[config.mk]
export PLATFORM = sky130hd
export DESIGN_NAME = pipe_stage_buf
export DESIGN_NICKNAME = d
export VERILOG_FILES = /design/src/rtl/pipe_stage_buf.sv
export SDC_FILE = /design/constraint.sdc
export NUM_CORES = 1
export LEC_CHECK = 0
export ABC_AREA = 1
export ABC_CLOCK_PERIOD_IN_PS = 6600
export CORE_MARGIN = 2
export CORE_UTILIZATION = 40
export CTS_CLUSTER_SIZE = 12
export DETAILED_ROUTE_END_ITERATION = 10
export GPL_TIMING_DRIVEN = 0
export PLACE_DENSITY = 0.78
export SLEW_MARGIN = 20
export SYNTH_ARGS = -nofsm -noshare
export SYNTH_HDL_FRONTEND = slang
export SYNTH_SLANG_ARGS = --single-unit
[constraint.sdc]
create_clock -name clk -period 6.6 [get_ports clk]
set_clock_uncertainty 0.15 [all_clocks]
set_input_delay 0.99 -clock clk [delete_from_list [all_inputs] [get_ports clk]]
set_output_delay 0.99 -clock clk [all_outputs]
set_load 0.03 [all_outputs]
[src/rtl/pipe_stage_buf.sv]
// Pipeline stage buffer: valid/ready payload register with delay-slot flag tracking.
// Define PIPE_STAGE_SKID_EN to add a skid register and a registered in_ready.
module pipe_stage_buf #(
    parameter int WIDTH  = 128,
    parameter int DS_LAT = 2
) (
    input  logic             clk,
    input  logic             rst,
    input  logic             flush,
    input  logic             in_valid,
    output logic             in_ready,
    input  logic [WIDTH-1:0] in_data,
    output logic             out_valid,
    input  logic             out_ready,
    output logic [WIDTH-1:0] out_data,
    input  logic             en_pc,
    input  logic             next_ds_i,
    output logic             ds_o,
    output logic [1:0]       occ
);

    logic              main_vld_q, main_vld_d;
    logic [WIDTH-1:0]  main_data_q, main_data_d;
    logic              pend_q, pend_d;
    logic              ds_q, ds_d;
    logic [DS_LAT-1:0] en_pipe_q, en_pipe_d;
    logic              accept, retire, tap;

`ifdef PIPE_STAGE_SKID_EN
    logic              skid_vld_q, skid_vld_d;
    logic [WIDTH-1:0]  skid_data_q, skid_data_d;

    // skid_vld_q is itself a flop, so in_ready never sees out_ready combinationally
    assign in_ready = ~skid_vld_q;
    assign occ      = {1'b0, main_vld_q} + {1'b0, skid_vld_q};
`else
    assign in_ready = out_ready | ~main_vld_q;
    assign occ      = {1'b0, main_vld_q};
`endif

    assign accept    = in_valid & in_ready;
    assign retire    = main_vld_q & out_ready;
    assign tap       = en_pipe_q[DS_LAT-1];
    assign out_valid = main_vld_q;
    assign out_data  = main_data_q;
    assign ds_o      = ds_q;

    always_comb begin
        main_vld_d  = main_vld_q;
        main_data_d = main_data_q;
`ifdef PIPE_STAGE_SKID_EN
        skid_vld_d  = skid_vld_q;
        skid_data_d = skid_data_q;
        if (!main_vld_q || retire) begin
            if (skid_vld_q) begin
                main_vld_d  = 1'b1;
                main_data_d = skid_data_q;
                skid_vld_d  = 1'b0;
                skid_data_d = '0;
            end else begin
                main_vld_d  = accept;
                main_data_d = accept ? in_data : '0;
            end
        end else if (accept) begin
            skid_vld_d  = 1'b1;
            skid_data_d = in_data;
        end
`else
        if (!main_vld_q || retire) begin
            main_vld_d  = accept;
            main_data_d = accept ? in_data : '0;
        end
`endif

        en_pipe_d[0] = en_pc;
        for (int i = 1; i < DS_LAT; i++) en_pipe_d[i] = en_pipe_q[i-1];

        ds_d   = ds_q;
        pend_d = pend_q;
        if (tap) begin
            ds_d   = pend_q | next_ds_i;
            pend_d = 1'b0;
        end else if (accept) begin
            pend_d = pend_q | next_ds_i;
        end

        // Flush wins over everything, including a beat accepted this cycle
        if (flush) begin
            main_vld_d  = 1'b0;
            main_data_d = '0;
`ifdef PIPE_STAGE_SKID_EN
            skid_vld_d  = 1'b0;
            skid_data_d = '0;
`endif
            en_pipe_d   = '0;
            ds_d        = 1'b0;
            pend_d      = 1'b0;
        end
    end

    always_ff @(posedge clk or posedge rst) begin
        if (rst) begin
            main_vld_q  <= 1'b0;
            main_data_q <= '0;
`ifdef PIPE_STAGE_SKID_EN
            skid_vld_q  <= 1'b0;
            skid_data_q <= '0;
`endif
            en_pipe_q   <= '0;
            ds_q        <= 1'b0;
            pend_q      <= 1'b0;
        end else begin
            main_vld_q  <= main_vld_d;
            main_data_q <= main_data_d;
`ifdef PIPE_STAGE_SKID_EN
            skid_vld_q  <= skid_vld_d;
            skid_data_q <= skid_data_d;
`endif
            en_pipe_q   <= en_pipe_d;
            ds_q        <= ds_d;
            pend_q      <= pend_d;
        end
    end

endmodule

==> results.py, run 1 <==
metrics = {
    "outcome": {
        "status": "finished clean",
    },
    "global_route": {
        "first_global_vias": 5327,
        "grt_use_total": 0.247,
        "grt_max_degree": 97,
        "grt_antenna_before_repair": 0,
        "grt_first_pass_wirelength_mm": 27.7,
        "grt_overflow_total": 0,
    },
    "synth": {
        "syn_inst": 596,
        "synth.cell_area_um2": 5470,
        "netlist.area_leader.share": 0.609,
        "syn_avg_cell_area_um2": 9.18,
        "synthesis.nets": 731,
        "synthTopCellsByArea": "dfrtp_1, nand2_1, nand4_1",
        "synth.distinct_cells": 15,
        "yosys.area.top_type": "dfrtp_1",
        "yosysWarnings": 0,
        "yosysSeqAreaShare": 0.609,
        "synth-seq-cells": 133,
    },
    "clock_network": {
        "cts.sink_count": 133,
        "clk-insertion-delay-late_ns": 0.41,
        "post_cts_buffers": 0,
        "hold_buffers": 0,
        "clk_pin_slew_ns": 0.06,
        "cts_buffers": 17,
        "clk_path_buf_depth": 2,
        "ctsResizeCount": 0,
        "cts_tree": "yes",
        "cts_htree_levels": 4,
        "root_buffer": "clkbuf_16",
    },
    "sta": {
        "maxSlewViolCount": 0,
        "hold_violations": 0,
        "setup_viol": 0,
        "relSlewSlack": 0.634,
        "clock.fmax_mhz": 251,
        "tightest_slew_ns": 0.549,
        "finalWorstSetupSlack_ns": 2.62,
        "grt_setup_unrepaired": "false",
        "layout_min_cycle_time_ns": 3.98,
        "tns_ns": 0,
        "post-route-period-util": 0.604,
    },
    "worst_setup_path": {
        "cpMaxStageDelayCell": "clkdlybuf4s50_1",
        "cp_cell_sequence": "clkdlybuf4s50_1, inv_1, nand2_2, clkbuf_1, clkdlybuf4s50_1",
        "crit_top_cell": "clkdlybuf4s50_1",
        "r2r_slack_ns": 5.06,
        "critPathKind": "input port to primary output",
        "cp-end-kind": "primary output",
        "worst_ep_arrival_time_ns": 2.84,
        "start_kind": "input port",
        "critPathMaxStageDelay_ns": 0.79,
        "path_buf_inv": 4,
        "cp_max_fo": 10,
        "cp.required_ns": 5.46,
        "crit_family": "buffers and inverters",
    },
    "power_and_ir_drop": {
        "power.leakage_nw": 4.36,
        "ir_worst_vdd_mv": 0.157,
        "cellPowerDensity_nw_per_um2": 232,
    },
    "die": {
        "die_h_um": 121,
        "dieArea_um2": 14600,
        "die_w_um": 121,
        "start_util": 0.411,
        "core.rowCount": 42,
        "coreArea_um2": 13300,
        "io-pin-count": 268,
    },
    "cells_and_area": {
        "drive_above_1_share": 0.0887,
        "multi_input_area_um2": 1820,
        "antennaDiodeCount": 0,
        "nNetsFinal": 1016,
        "n_fill_cell": 1056,
        "area.growth.synth_to_final_pct": 62.8,
        "seq_area_um2": 3330,
    },
    "route": {
        "ant_nets": 0,
        "first_iter_violations": 339,
        "vias_per_cell": 5.15,
        "num_vias": 5492,
        "wl_mm": 17.9,
        "wl_per_cell_um": 16.8,
        "first_pass_iters": 5,
        "drc": 0,
    },
    "place": {
        "port_buffers": 265,
        "routabilityCongestion": 0.810,
        "hpwl_mm": 12.7,
        "dp_worst_setup_slack_ns": 2.67,
    },
    "job": {
        "cap_violations": 0,
    },
    "min_path": {
        "hp-class": "flop to flop",
    },
}
-- placed cells by master (no fill, tap or decap), types with 2 or more instances in the layout --
master,count
dfrtp_1,133
clkbuf_1,12
nand4_1,128
a21oi_1,2
clkinv_2,5
clkbuf_16,17
clkbuf_8,5
buf_4,6
inv_1,5
buf_2,41
nand2_1,261
nor2_1,3
clkdlybuf4s50_1,265
-- sequential cells by signal (all words and copies together), names as in the netlist --
signal	count
en_pipe_q	2
pend_q	1
out_data	128
out_valid	1
ds_o	1
-- logic make-up (layout without fill, tap and decap cells) --
| kind of cell | Yosys count | count (layout) | synth area share |
|---|---|---|---|
| compound gates | 2 | 2 | 0.00183 |
| other cells | 1 | 1 | 0.000686 |
| flops | 133 | 133 | 0.609 |
| simple gates | 395 | 395 | 0.331 |
| buf+inv | 65 | 360 | 0.0581 |
-- per-stage QoR --
step	area [um^2]	instances	power (mW)	hold WS, ns	utilization
after floorplan	5470	596	1.04	0.284	-
final	8900	1067	2.07	0.329	0.670
after detailed placement	8380	1038	1.24	0.314	0.630
after global routing	8900	1067	2.14	0.343	0.670
after CTS	8900	1067	2.08	0.329	0.670
after global placement	8340	1037	1.23	0.301	0.627
-- power by group --
group          switching [mW]  total (mW)  internal (mW)
clock                   0.326       0.845          0.520
combinational           0.190       0.351          0.160
sequential             0.0207       0.873          0.853
total                   0.537        2.07           1.53
-- layout make-up --
type	instances	area share
Buffer	58	0.0327
Clock buffer	24	0.0564
Clock inverter	5	0.00281
Inverter	7	0.00379
Multi-Input combinational cell	398	0.205
Sequential cell	133	0.374
Tap cell	176	0.0247
Timing Repair Buffer	266	0.301
-- layer usage --
metal / share of wire / up-vias / global-route usage
met4: 0.015 / 0 / 0.0865
met5: 0 / - / 0
met2: 0.49 / 244 / 0.407
li1: - / 2579 / -
met3: 0.087 / 20 / 0.0860
met1: 0.40 / 2649 / 0.300
-- worst min-delay path, stage by stage, from the launching register on --
cell and delay (ns):
dfrtp_1 0.34, nand2_1 0.05, nand2_1 0.05
-- final timing paths --
kind                              startpoint      endpoint  cells past startpoint
worst max-delay path               out_ready      in_ready                      5
worst min-delay path            out_data[98]  out_data[98]                      2
worst max register to register     out_valid  out_data[55]                      5
worst min register to register  out_data[98]  out_data[98]                      2
max in group asynchronous                rst  out_data[27]                      3
min in group asynchronous                rst  out_data[91]                      2
-- synthesized netlist by cell type --
cell and n:
nand2_1 261, dfrtp_1 133, nand4_1 128, buf_2 41
clkbuf_1 10, buf_4 6, inv_1 6, nor2_1 3
a21oi_1 2, buf_1 1, conb_1 1, inv_2 1
nand2_2 1, nand3_1 1, nor2_2 1
Note: power is estimated with default switching activity, not from simulation.
==> run 2, diff against run 1 <==
ABC_CLOCK_PERIOD_IN_PS = 3800   (was 6600)
clock period = 3.8 ns   (was 6.6 ns; I/O delays follow)
==> results.py, run 2 (synthesized netlist as in run 1, its figures left out) <==
metrics = {
    "outcome": {
        "status": "finished clean",
    },
    "worst_setup_path": {
        "r2r_slack_ns": 2.26,
        "cp.required_ns": 3.08,
        "cp_max_fo": 10,
        "timing.rr.start": "out_valid",
        "critPathKind": "input port to primary output",
        "cp-end-kind": "primary output",
        "worstRegToRegCells": 5,
        "start_kind": "input port",
        "worst_ep_arrival_time_ns": 2.39,
        "worstReg2RegEnd": "out_data[126]",
    },
    "route": {
        "ant_nets": 0,
        "first_iter_violations": 408,
        "drc": 0,
        "wl_per_cell_um": 16.8,
        "wl_mm": 18.0,
        "first_pass_iters": 5,
        "num_vias": 5524,
        "vias_per_cell": 5.15,
    },
    "die": {
        "core.rowCount": 42,
        "start_util": 0.411,
        "coreArea_um2": 13300,
        "io-pin-count": 268,
        "dieArea_um2": 14600,
        "die_w_um": 121,
        "die_h_um": 121,
    },
    "cells_and_area": {
        "layout_commonest_cell": "clkdlybuf4s50_1",
        "layoutNonFillerInstCount": 1073,
        "drive_above_1_share": 0.0936,
        "largest_reg_flops": 128,
        "seq_area_um2": 3330,
        "most-common-layout-cells": "clkdlybuf4s50_1, nand2_1, dfrtp_1, nand4_1, buf_2",
        "final_util": 0.681,
        "multi_input_area_um2": 1820,
        "nNetsFinal": 1019,
        "fin_area_um2": 9060,
        "n_fill_cell": 1053,
        "antennaDiodeCount": 0,
        "area.growth.synth_to_final_pct": 65.6,
    },
    "place": {
        "dp.cells": 1041,
        "place_area_um2": 8430,
        "hpwl_mm": 12.8,
        "routabilityCongestion": 0.808,
        "dp_worst_setup_slack_ns": 0.703,
        "port_buffers": 265,
    },
    "sta": {
        "hold_violations": 0,
        "layout_min_cycle_time_ns": 3.11,
        "tns_ns": 0,
        "clock.fmax_mhz": 321,
        "grt_setup_unrepaired": "false",
        "relSlewSlack": 0.528,
        "fin_worst_hold_slack_ns": 0.327,
        "tightest_slew_ns": 0.707,
        "finalWorstSetupSlack_ns": 0.687,
        "setup_viol": 0,
        "maxSlewViolCount": 0,
        "post-route-period-util": 0.819,
    },
    "clock_network": {
        "post_cts_buffers": 0,
        "cts.sink_count": 133,
        "clk-insertion-delay-late_ns": 0.41,
        "hold_buffers": 0,
        "clk_path_buf_depth": 2,
        "cts_htree_levels": 4,
        "ctsResizeCount": 0,
        "cts_buffers": 17,
        "cts_tree": "yes",
        "root_buffer": "clkbuf_16",
        "clk_pin_slew_ns": 0.05,
    },
    "power_and_ir_drop": {
        "finalPower_mw": 3.84,
        "power.leakage_nw": 4.41,
        "ir_worst_vdd_mv": 0.255,
        "cellPowerDensity_nw_per_um2": 424,
    },
    "global_route": {
        "grt_antenna_before_repair": 0,
        "first_global_vias": 5481,
        "grt_overflow_total": 0,
        "grt_use_total": 0.250,
        "grt_first_pass_wirelength_mm": 28.2,
        "grt_max_degree": 34,
    },
    "job": {
        "cap_violations": 0,
    },
    "min_path": {
        "min_to": "out_data[85]",
        "hold_depth": 2,
        "hp-class": "flop to flop",
        "hp-start": "out_data[85]",
    },
}
## run 2: cell count changes in the layout (fill, tap and decap cells not counted)
cell,change
clkinvlp_4,+4
inv_8,-1
clkbuf_1,+1
clkinv_2,-4
buf_12,+3
bufinv_16,+3
## run 2: worst max path at each step
stage / startpoint / end
after floorplan: rst / ds_o
after CTS: out_ready / in_ready
after global routing: out_ready / in_ready
final: out_ready / in_ready
after global placement: rst / out_data[29]
after detailed placement: out_ready / in_ready
## run 2: cell type report
class / count / area share
well taps: 176 / 0.0243
inverters: 7 / 0.00332
clock inverters: 7 / 0.0130
flip-flops and latches: 133 / 0.368
plain buffers: 58 / 0.0322
multi-input cells: 398 / 0.201
repair buffers: 269 / 0.303
clock buffers: 25 / 0.0558
## run 2: worst max-delay path: stages
cell and delay [ns]:
clkdlybuf4s50_1 0.45, inv_1 0.04, nand2_2 0.11, clkbuf_1 0.41, clkdlybuf4s50_1 0.80
## run 2: routing by layer
layer,part of all wire,track usage,vias up
met1,0.41,0.311,2644
met3,0.087,0.0827,40
met5,0,0,-
met4,0.033,0.116,0
met2,0.47,0.393,255
li1,-,-,2585
## run 2: power breakdown
group	switching, mW	internal, mW	total (mW)
Combinational	0.332	0.284	0.616
Sequential	0.0362	1.48	1.52
Clock	0.591	1.12	1.71
==> run 3, diff against run 2 <==
ABC_CLOCK_PERIOD_IN_PS = 2600   (was 3800)
CORE_UTILIZATION = 37   (was 40)
PLACE_DENSITY = 0.76   (was 0.78)
clock period = 2.6 ns   (was 3.8 ns; I/O delays follow)
==> results.py, run 3 (synthesized netlist as in run 1, its figures left out) <==
metrics = {
    "clock_network": {
        "clk_pin_slew_ns": 0.06,
        "post_cts_buffers": 0,
        "hold_buffers": 0,
        "cts.sink_count": 133,
        "cts_buffers": 17,
        "clk_path_buf_depth": 2,
        "cts_htree_levels": 4,
        "root_buffer": "clkbuf_16",
        "ctsResizeCount": 0,
        "cts_tree": "yes",
        "clk-insertion-delay-late_ns": 0.41,
    },
    "global_route": {
        "grt_antenna_before_repair": 0,
        "grt_use_total": 0.229,
        "grt_overflow_total": 0,
        "first_global_vias": 5306,
        "grt_first_pass_wirelength_mm": 28.6,
        "grt_max_degree": 34,
    },
    "cells_and_area": {
        "layout_commonest_cell": "clkdlybuf4s50_1",
        "n_fill_cell": 1206,
        "drive_above_1_share": 0.0938,
        "area.growth.synth_to_final_pct": 66.2,
        "antennaDiodeCount": 0,
        "largest_reg_flops": 128,
        "nNetsFinal": 1018,
        "most-common-layout-cells": "clkdlybuf4s50_1, nand2_1, dfrtp_1, nand4_1, buf_2",
    },
    "route": {
        "drc": 0,
        "first_iter_violations": 327,
        "num_vias": 5482,
        "first_pass_iters": 5,
        "ant_nets": 0,
        "wl_per_cell_um": 16.7,
        "vias_per_cell": 5.08,
        "wl_mm": 18.0,
    },
    "power_and_ir_drop": {
        "p_clk_frac": 0.460,
        "finalPower_mw": 5.77,
        "power_frac_comb": 0.156,
        "power.switching_mw": 1.41,
        "cellPowerDensity_nw_per_um2": 634,
        "p_int_mw": 4.35,
        "power.leakage_nw": 4.43,
        "ir_worst_vdd_mv": 0.404,
        "power_frac_seq": 0.384,
        "switching_share": 0.245,
    },
    "worst_setup_path": {
        "cp-end-kind": "primary output",
        "cp_max_fo": 15,
        "critPathKind": "input port to primary output",
        "worst_ep_arrival_time_ns": 1.90,
        "worstRegToRegCells": 5,
        "cp.required_ns": 2.06,
        "start_kind": "input port",
    },
    "die": {
        "core.rowCount": 44,
        "die_w_um": 126,
        "die_h_um": 126,
        "coreArea_um2": 14500,
        "dieArea_um2": 15800,
        "io-pin-count": 268,
        "start_util": 0.378,
    },
    "sta": {
        "layout_min_cycle_time_ns": 2.44,
        "grt_setup_unrepaired": "false",
        "tightest_slew_ns": 0.499,
        "relSlewSlack": 0.667,
        "fin_worst_hold_slack_ns": 0.163,
        "post-route-period-util": 0.938,
        "setup_viol": 0,
        "maxSlewViolCount": 0,
        "clock.fmax_mhz": 410,
        "hold_violations": 0,
    },
    "job": {
        "cap_violations": 0,
    },
    "place": {
        "port_buffers": 265,
        "routabilityCongestion": 0.820,
        "hpwl_mm": 12.8,
    },
    "min_path": {
        "hp-class": "input port to flop",
        "hold_depth": 3,
    },
    "outcome": {
        "status": "finished clean",
    },
}
-- run 3: worst max-delay path, stage by stage --
cell,delay (ns)
clkdlybuf4s50_1,0.46
inv_1,0.05
nand2_2,0.24
clkdlybuf4s50_1,0.76
-- run 3: final timing paths --
path | slack, ns | start | endpoint
min in group asynchronous | 0.21 | rst | out_data[94]
setup reg to reg | 0.82 | out_valid | out_data[122]
max in group asynchronous | 1.39 | rst | out_data[0]
hold reg to reg | 0.31 | en_pipe_q[0] | en_pipe_q[1]
hold / removal | 0.16 | in_valid | out_data[43]
setup / recovery | 0.16 | out_ready | in_ready
-- run 3: layout make-up --
class / count / area (um^2) / area share
flip-flops and latches: 133 / 3330 / 0.366
repair buffers: 269 / 2740 / 0.301
multi-input cells: 398 / 1820 / 0.201
clock buffers: 23 / 478 / 0.0526
plain buffers: 57 / 288 / 0.0317
well taps: 184 / 230 / 0.0253
clock inverters: 9 / 173 / 0.0190
inverters: 7 / 30.0 / 0.00330
-- run 3: layer usage --
metal  vias up  global-route usage  part of all wire
met2       233               0.349              0.46
met1      2613               0.302              0.42
met3        40              0.0723             0.091
met4         0              0.0961             0.031
li1       2596                   -                 -
met5         -                   0                 0
-- run 3: through the flow --
| step | setup slack (ns) | TNS (ns) | area [um^2] | util | instances |
|---|---|---|---|---|---|
| after floorplan | 0.409 | 0 | 5470 | - | 596 |
| after global placement | -0.874 | -115.46 | 8360 | 0.577 | 1045 |
| after detailed placement | -0.200 | -0.200 | 8440 | 0.583 | 1049 |
| after CTS | 0.129 | 0 | 9090 | 0.628 | 1080 |
| after global routing | 0.0833 | 0 | 9090 | 0.628 | 1080 |
| final | 0.161 | 0 | 9090 | 0.628 | 1080 |
-- run 3: power groups by stage --
stage	clock network (mW)	registers [mW]	logic, mW
2_1_floorplan	0	2.43	0.222
3_3_place_gp	0	2.25	0.881
3_5_place_dp	0	2.25	0.904
4_1_cts	2.69	2.22	0.907
5_1_grt	2.79	2.23	0.957
6_report	2.65	2.22	0.898
